`src/rtl/instruction_encoder_pkg.sv`:
```
// instruction_encoder_pkg: shared RV32I instruction set, encoding formats, opcode/funct fields and fixed words.
package instruction_encoder_pkg;

    typedef struct packed {
        logic LUI, AUIPC, JAL, JALR;
        logic BEQ, BNE, BLT, BGE, BLTU, BGEU;
        logic LB, LH, LW, LBU, LHU;
        logic SB, SH, SW;
        logic ADDI, SLTI, SLTIU, XORI, ORI, ANDI, SLLI, SRLI, SRAI;
        logic ADD, SUB, SLL, SLT, SLTU, XOR, SRL, SRA, OR, AND;
        logic FENCE, FENCE_TSO, PAUSE, ECALL, EBREAK;
    } InstructionSet;

    localparam int NUM_OPS = $bits(InstructionSet);

    typedef enum logic [3:0] {
        ENC_R, ENC_I, ENC_SH, ENC_S, ENC_B, ENC_U, ENC_J, ENC_FENCE, ENC_FIXED
    } EncodingType;

    localparam logic [6:0] OPC_LUI     = 7'b0110111;
    localparam logic [6:0] OPC_AUIPC   = 7'b0010111;
    localparam logic [6:0] OPC_JAL     = 7'b1101111;
    localparam logic [6:0] OPC_JALR    = 7'b1100111;
    localparam logic [6:0] OPC_BRANCH  = 7'b1100011;
    localparam logic [6:0] OPC_LOAD    = 7'b0000011;
    localparam logic [6:0] OPC_STORE   = 7'b0100011;
    localparam logic [6:0] OPC_OP_IMM  = 7'b0010011;
    localparam logic [6:0] OPC_OP      = 7'b0110011;
    localparam logic [6:0] OPC_MISC    = 7'b0001111;

    localparam logic [2:0] F3_ADD = 3'd0, F3_SLL = 3'd1, F3_SLT = 3'd2, F3_SLTU = 3'd3;
    localparam logic [2:0] F3_XOR = 3'd4, F3_SR  = 3'd5, F3_OR  = 3'd6, F3_AND  = 3'd7;
    localparam logic [2:0] F3_BEQ = 3'd0, F3_BNE = 3'd1, F3_BLT = 3'd4, F3_BGE  = 3'd5;
    localparam logic [2:0] F3_BLTU = 3'd6, F3_BGEU = 3'd7;
    localparam logic [2:0] F3_B = 3'd0, F3_H = 3'd1, F3_W = 3'd2, F3_BU = 3'd4, F3_HU = 3'd5;

    localparam logic [6:0] F7_BASE = 7'b0000000;
    localparam logic [6:0] F7_ALT  = 7'b0100000;

    localparam logic [31:0] WORD_FENCE_TSO = 32'h8330000F;
    localparam logic [31:0] WORD_PAUSE     = 32'h0100000F;
    localparam logic [31:0] WORD_ECALL     = 32'h00000073;
    localparam logic [31:0] WORD_EBREAK    = 32'h00100073;

    typedef struct packed {
        EncodingType fmt;
        logic [31:0] base;
    } op_info_t;

    function automatic op_info_t mk(EncodingType f, logic [6:0] opc, logic [2:0] f3, logic [6:0] f7);
        return '{f, {f7, 10'b0, f3, 5'b0, opc}};
    endfunction

    function automatic op_info_t fixed_word(logic [31:0] w);
        return '{ENC_FIXED, w};
    endfunction

    function automatic logic fits_signed(logic [31:0] v, int n);
        logic [31:0] s;
        s = 32'($signed(v) >>> (n - 1));
        return (s == '0) || (s == '1);
    endfunction

    // Entry k describes the k-th field of InstructionSet (first field is the MSB).
    localparam op_info_t OP_TABLE [NUM_OPS] = '{
        mk(ENC_U, OPC_LUI, 3'd0, F7_BASE), mk(ENC_U, OPC_AUIPC, 3'd0, F7_BASE),
        mk(ENC_J, OPC_JAL, 3'd0, F7_BASE), mk(ENC_I, OPC_JALR, 3'd0, F7_BASE),
        mk(ENC_B, OPC_BRANCH, F3_BEQ, F7_BASE), mk(ENC_B, OPC_BRANCH, F3_BNE, F7_BASE),
        mk(ENC_B, OPC_BRANCH, F3_BLT, F7_BASE), mk(ENC_B, OPC_BRANCH, F3_BGE, F7_BASE),
        mk(ENC_B, OPC_BRANCH, F3_BLTU, F7_BASE), mk(ENC_B, OPC_BRANCH, F3_BGEU, F7_BASE),
        mk(ENC_I, OPC_LOAD, F3_B, F7_BASE), mk(ENC_I, OPC_LOAD, F3_H, F7_BASE),
        mk(ENC_I, OPC_LOAD, F3_W, F7_BASE), mk(ENC_I, OPC_LOAD, F3_BU, F7_BASE),
        mk(ENC_I, OPC_LOAD, F3_HU, F7_BASE),
        mk(ENC_S, OPC_STORE, F3_B, F7_BASE), mk(ENC_S, OPC_STORE, F3_H, F7_BASE),
        mk(ENC_S, OPC_STORE, F3_W, F7_BASE),
        mk(ENC_I, OPC_OP_IMM, F3_ADD, F7_BASE), mk(ENC_I, OPC_OP_IMM, F3_SLT, F7_BASE),
        mk(ENC_I, OPC_OP_IMM, F3_SLTU, F7_BASE), mk(ENC_I, OPC_OP_IMM, F3_XOR, F7_BASE),
        mk(ENC_I, OPC_OP_IMM, F3_OR, F7_BASE), mk(ENC_I, OPC_OP_IMM, F3_AND, F7_BASE),
        mk(ENC_SH, OPC_OP_IMM, F3_SLL, F7_BASE), mk(ENC_SH, OPC_OP_IMM, F3_SR, F7_BASE),
        mk(ENC_SH, OPC_OP_IMM, F3_SR, F7_ALT),
        mk(ENC_R, OPC_OP, F3_ADD, F7_BASE), mk(ENC_R, OPC_OP, F3_ADD, F7_ALT),
        mk(ENC_R, OPC_OP, F3_SLL, F7_BASE), mk(ENC_R, OPC_OP, F3_SLT, F7_BASE),
        mk(ENC_R, OPC_OP, F3_SLTU, F7_BASE), mk(ENC_R, OPC_OP, F3_XOR, F7_BASE),
        mk(ENC_R, OPC_OP, F3_SR, F7_BASE), mk(ENC_R, OPC_OP, F3_SR, F7_ALT),
        mk(ENC_R, OPC_OP, F3_OR, F7_BASE), mk(ENC_R, OPC_OP, F3_AND, F7_BASE),
        mk(ENC_FENCE, OPC_MISC, 3'd0, F7_BASE),
        fixed_word(WORD_FENCE_TSO), fixed_word(WORD_PAUSE),
        fixed_word(WORD_ECALL), fixed_word(WORD_EBREAK)
    };

endpackage

```
`src/rtl/instruction_encoder_immediate_pack.sv`:
```
// immediate_pack: scatters a decoder-convention immediate into the bit positions of its format.
import instruction_encoder_pkg::*;

module immediate_pack (
    input  EncodingType fmt_i,
    input  logic [31:0] imm_i,
    output logic [31:0] field_o
);
    always_comb begin
        field_o = '0;
        case (fmt_i)
            ENC_I, ENC_FENCE: field_o = {imm_i[11:0], 20'b0};
            ENC_SH:           field_o = {7'b0, imm_i[4:0], 20'b0};
            ENC_S:            field_o = {imm_i[11:5], 13'b0, imm_i[4:0], 7'b0};
            ENC_B:            field_o = {imm_i[12], imm_i[10:5], 13'b0, imm_i[4:1], imm_i[11], 7'b0};
            ENC_U:            field_o = {imm_i[31:12], 12'b0};
            ENC_J:            field_o = {imm_i[20], imm_i[10:1], imm_i[11], imm_i[19:12], 12'b0};
            default:          field_o = '0;
        endcase
    end
endmodule

```
`src/rtl/instruction_encoder.sv`:
```
// instruction_encoder: packs one-hot op + fields into RV32I words behind a 2-entry FIFO.
// Define ENCODER_RANGE_CHECK_EN to flag unrepresentable immediates as errors.
import instruction_encoder_pkg::*;

module instruction_encoder (
    input  logic          clk,
    input  logic          reset,
    input  logic          in_valid,
    output logic          in_ready,
    input  InstructionSet op,
    input  logic [4:0]    rd,
    input  logic [4:0]    rs1,
    input  logic [4:0]    rs2,
    input  logic [31:0]   imm,
    output logic          out_valid,
    input  logic          out_ready,
    output logic [31:0]   inst,
    output logic          err
);
    logic [NUM_OPS-1:0] op_v;
    op_info_t           info;
    logic [31:0]        imm_bits, enc_word, word;
    logic               one_hot, range_bad, err_w, use_rd, use_rs1, use_rs2, push, pop;
    logic [32:0]        mem_q [2];
    logic               head_q, tail_q;
    logic [1:0]         count_q, count_d;

    assign op_v    = op;
    assign one_hot = (op_v != '0) && ((op_v & (op_v - NUM_OPS'(1))) == '0);

    always_comb begin
        info = '{ENC_FIXED, 32'h0};
        for (int k = 0; k < NUM_OPS; k++)
            if (op_v[NUM_OPS-1-k]) info = OP_TABLE[k];
    end

    immediate_pack u_pack (
        .fmt_i   (info.fmt),
        .imm_i   (imm),
        .field_o (imm_bits)
    );

    assign use_rd  = info.fmt inside {ENC_R, ENC_I, ENC_SH, ENC_U, ENC_J, ENC_FENCE};
    assign use_rs1 = info.fmt inside {ENC_R, ENC_I, ENC_SH, ENC_S, ENC_B, ENC_FENCE};
    assign use_rs2 = info.fmt inside {ENC_R, ENC_S, ENC_B};
    assign enc_word = info.base | imm_bits
                    | ({12'b0, rs1, 15'b0} & {32{use_rs1}})
                    | ({7'b0, rs2, 20'b0} & {32{use_rs2}})
                    | ({20'b0, rd, 7'b0} & {32{use_rd}});

`ifdef ENCODER_RANGE_CHECK_EN
    always_comb begin
        range_bad = 1'b0;
        case (info.fmt)
            ENC_I, ENC_S: range_bad = !fits_signed(imm, 12);
            ENC_B:        range_bad = !fits_signed(imm, 13) || imm[0];
            ENC_J:        range_bad = !fits_signed(imm, 21) || imm[0];
            ENC_U:        range_bad = |imm[11:0];
            ENC_SH:       range_bad = |imm[31:5];
            default:      range_bad = 1'b0;
        endcase
    end
`else
    assign range_bad = 1'b0;
`endif

    assign err_w = !one_hot || range_bad;
    assign word  = err_w ? 32'h0 : enc_word;

    // Full blocks new input even when a pop happens in the same cycle.
    assign in_ready  = count_q != 2'd2;
    assign out_valid = count_q != 2'd0;
    assign push      = in_valid && in_ready;
    assign pop       = out_valid && out_ready;
    assign count_d   = count_q + 2'(push) - 2'(pop);
    assign {err, inst} = out_valid ? mem_q[head_q] : 33'h0;

    always_ff @(posedge clk) begin
        if (reset) begin
            head_q  <= 1'b0;
            tail_q  <= 1'b0;
            count_q <= 2'd0;
        end else begin
            if (push) begin
                mem_q[tail_q] <= {err_w, word};
                tail_q        <= ~tail_q;
            end
            if (pop) head_q <= ~head_q;
            count_q <= count_d;
        end
    end
endmodule
```
`config.mk`:
```
export PLATFORM = sky130hd
export DESIGN_NAME = instruction_encoder
export DESIGN_NICKNAME = d
export VERILOG_FILES = /design/src/rtl/instruction_encoder_pkg.sv /design/src/rtl/instruction_encoder_immediate_pack.sv /design/src/rtl/instruction_encoder.sv
export SDC_FILE = /design/constraint.sdc
export NUM_CORES = 1
export LEC_CHECK = 0
export CAP_MARGIN = 20
export CELL_PAD_IN_SITES_DETAIL_PLACEMENT = 0
export CELL_PAD_IN_SITES_GLOBAL_PLACEMENT = 1
export CORE_UTILIZATION = 37
export DETAILED_ROUTE_END_ITERATION = 12
export PLACE_DENSITY_LB_ADDON = 0.1
export SLEW_MARGIN = 20
export SYNTH_ARGS = -nofsm -noshare
export SYNTH_HDL_FRONTEND = slang
export SYNTH_HIERARCHICAL = 1
export SYNTH_SLANG_ARGS = --single-unit
```
`constraint.sdc`:
```
create_clock -name clk -period 4.5 [get_ports clk]
set_clock_uncertainty 0.15 [all_clocks]
set_input_delay 0.675 -clock clk [delete_from_list [all_inputs] [get_ports clk]]
set_output_delay 0.675 -clock clk [all_outputs]
set_load 0.05 [all_outputs]
```
# After elaboration in Yosys (flattened, before gate mapping)

Memory sizes are Yosys's and may differ from the RTL's. A register that Yosys moved wholly into a read port is not among the register bits.
Index checks and enable logic that the tools add are counted.
Widths: inputs -> output; s select.

Add/sub/neg operators: 3
Equality and inequality tests: 8
Muxes and demuxes: 50
Bitwise operators: 10
Reduce and logical (&&, ||, !) cells: 12

Operators by type and width:

| cell                  | count |
|---|---|
| $mux 36               | 42 |
| $pmux 32 s6           | 1 |
| $or 32x32->32         | 4 |
| $and 42x42->42        | 1 |
| $logic_not 42->1      | 1 |
| $reduce_bool 42->1    | 1 |
| $sub 42x1->42 const B | 1 |
| $mux 33               | 1 |
| $and 12x32->32        | 1 |
| $and 20x32->32        | 1 |
| $and 25x32->32        | 1 |
| $mux 32               | 1 |
| $eq 4x3->1 const B    | 4 |
| $reduce_bool 6->1     | 2 |
| $eq 4x2->1 const B    | 2 |
| $mux 1                | 5 |
| $eq 4x1->1 const B    | 1 |
| $logic_not 4->1       | 1 |
| $logic_and 1x1->1     | 3 |
| $reduce_bool 3->1     | 1 |
| $add 2x1->2           | 1 |
| $ne 2x2->1 const B    | 1 |
| $not 1->1             | 2 |
| $reduce_bool 2->1     | 1 |
| other kinds (3)       | 3 |

Bits in registers: 4
Bits in writable memories: 66
Bits of input ports: 93
Output and inout port bits: 35
Logic and storage cells: 87
Memories kept: 1

Memories:

| memory | words | bits a word | read ports | clocked after memory_dff | write ports | line                      | text |
|---|---|---|---|---|---|---|---|
| mem_q  | 2     | 33          | 1          | 1                        | 1           | instruction_encoder.sv:24 | `logic [32:0] mem_q [2];` |

# Longest topological paths before layout

Gate-level depths: netlist (run 1).

Depth in word-level cells: 50
Mapped depth: 13
Depth with buffers taken out: 10

# Modules after synthesis

Netlist (run 1), hierarchy kept.

By module, submodules not included:

| module              | times used | cells an instance | area an instance (µm²) | sequential area each (µm²) |
|---|---|---|---|---|
| instruction_encoder | 1          | 438               | 4361.7                 | 2082.0 |
| immediate_pack      | 1          | 83                | 559.3                  | 0.0 |

# Worst setup path before layout (run 1)

No wires, ideal clock.

Kind: reg2reg
Start point: register count_q[0]
End point: memory mem_q[1][0] (enable)
Setup time: 472 ps
Arrival time: 3410 ps
Required time: 3878 ps
Slack: 468 ps
Cell stages (with the launch flop): 5
Path buffers: 0
Period minus slack after synthesis: 4032 ps
Path through: dfxtp_1 inv_1 nand2_1 nand2_1 nor3b_1

Cells in the longest elaborated chain, start to end: 5

Ends and longest elaborated chain:

| what                         | line                      | text |
|---|---|---|
| start: declaration           | instruction_encoder.sv:26 | `logic [1:0] count_q, count_d;` |
| start signal: assignment     | instruction_encoder.sv:89 | `count_q <= count_d;` |
| $ne 2x2->1                   | instruction_encoder.sv:71 | `assign in_ready = count_q != 2'd2;` |
| via in_ready                 | instruction_encoder.sv:9  | `output logic in_ready,` |
| $logic_and 1x1->1            | instruction_encoder.sv:73 | `assign push = in_valid && in_ready;` |
| $mux 1                       | instruction_encoder.sv:84 | `if (push) begin` |
| $mux 1                       | instruction_encoder.sv:79 | `if (reset) begin` |
| $mux 1 (implied by the code) | instruction_encoder.sv:85 | `mem_q[tail_q] <= {err_w, word};` |
| end: declaration             | instruction_encoder.sv:24 |  |

The timed path passes the listed nets, and every way through them passes these cells.

==> qor.csv, run 1 <==
metric,value,unit
port_buffers,127,
drtIter0Drc,341,
ir_drop,0.1968,mV
fp.dieW,117.2,um
max-slew-margin-rel,51.04,%
avgSynthCellArea,9.453,um^2
tightestPinTransition,725.2,ps
dp_slack,106.9,ps
gp_congestion,0.9104,
area_growth,38.33,%
worst_r2r_endpoint,count_q[1],
cts.repair.resized,0,
finalWorstSetupSlack,425.9,ps
initial_utilization,38.41,%
fillers,1168,
ys_warn_count,6,
period_share,90.54,%
cts.repair_timing.setup_buffer_count,0,
hold_buffers,0,
cap_violations,0,
worstReg2RegStart,count_q[1],
vias,4596,
worstRegToRegCells,10,
root_buffer,clkbuf_16,
ctsHtreeMaxLevel,3,
die_y,117.2,um
grt_pass1_vias,4431,
required,4450,ps
hp-class,flop to flop,
min_delay_path_depth,2,
min_to,head_q,
drive_above_1_share,12.05,%
p_per_area,392.0,mW/mm^2
setup-violations-final,0,
syn_inst,519,
finalCriticalPeriod,4074,ps
insertion_delay,320,ps
drc,0,
fin_setup_tns,0,ps
path_max_fanout,8,
end_kind,flop,
worstPathArrival,4020,ps
status,finished clean,
drv_slew,0,
post-dp-hpwl,11.29,mm
first_pass_iters,5,
coreArea,0.01277,mm^2
netlist_area,0.004906,mm^2
hold_viol,0,
holdCritStartpoint,head_q,
clockBufferDepth,2,
clk_pin_slew,60,ps
cts_buffers,9,
die_area,0.01372,mm^2
r2r_setup_slack,2160,ps
crit_type,input pin to flop,
final_nets,755,
ant_nets,0,
avgRoutedWirePerCell,17.13,um
io-pin-count,128,
overflow,0,
grt_usage,21.29,%
grt_pass1_wl,22.18,mm
diodes,0,
final_core_util,53.13,%
grt_max_degree,34,
start_kind,input pin,
rsz0062_at_grt,false,
rows,41,
routed_wirelength,14.32,mm
p_leak,2.141,nW
hold-worst-slack,391.5,ps
cts.sinks,71,
antenna_found_initial,0,
cts_tree,built,
routed_via_density,5.498,
fmax,245.5,MHz
-- worst max-delay path by stage --
stage                    to        from  depth (start not counted)  slack (ps)
2_1_floorplan   mem_q[1][0]  count_q[0]                          4         470
3_3_place_gp   mem_q[0][20]      op[18]                         11         230
3_5_place_dp   mem_q[0][13]      op[15]                         11         110
4_1_cts        mem_q[0][13]      op[15]                         11         460
5_1_grt        mem_q[0][20]      op[18]                         11          80
6_report       mem_q[0][13]      op[15]                         11         430
-- critical path, stage by stage --
cell	delay (ps)
clkdlybuf4s50_1	510
nor3_1	480
nand3_1	200
a211oi_1	470
nor2_1	90
nor2_1	360
xor2_1	180
and3_1	350
and2_1	200
nor2_1	60
a2111oi_2	430
-- through the flow --
step	std cells	power [W]	cell area (um^2)
finish	836	0.002660	6787
global route	836	0.002784	6787
detailed placement	821	0.002011	6500
CTS	836	0.002687	6787
global placement	821	0.002004	6500
floorplan	523	0.001585	4921
-- per-layer routing --
layer	GRT usage [%]	vias up	wire [um]
met5	0	-	0
met4	6.835	0	255
met3	3.244	20	910
met2	35.88	177	6861
met1	28.05	2131	6292
li1	-	2268	-
-- cell type report --
cell class	instances	area, um^2	area share (%)
multi-input combinational	404	2609	38.44
sequential	71	2083	30.70
timing repair buffer	159	1536	22.64
clock buffer	9	225.2	3.319
tap	172	215.2	3.171
clock inverter	6	61.31	0.9034
inverter	15	56.30	0.8296
-- placed cells by master (no fill, tap or decap), types with 11 or more instances in the layout --
cell type          n
inv_1             15
and2_1            13
nor3_1            49
o21ai_0           18
a21oi_1           30
nor2_1            71
clkdlybuf4s50_1  127
edfxtp_1          66
nand3_1           16
buf_4             30
or3_1             11
nand2_1           12
mux2i_1           34
-- state kept, by name, indices dropped and copies added (netlist names), named ones only --
name,cells
mem_q,66
count_q,2
head_q,1
tail_q,1
-- power by group --
part | switching (W) | total [W] | internal (W) | leakage (nW)
Combinational | 0.000728 | 0.00115 | 0.000425 | 1.35
Sequential | 0.0000457 | 0.000835 | 0.000789 | 0.652
Clock | 0.000249 | 0.000673 | 0.000424 | 0.143
Total | 0.00102 | 0.00266 | 0.00164 | 2.14
Note: power is estimated with default switching activity, not from simulation.
==> run 2: changes to the inputs <==
SKIP_LAST_GASP = 1   (was default)
==> results of run 2 <==
No change in the layout: final DEF, timing and power equal those of run 1.
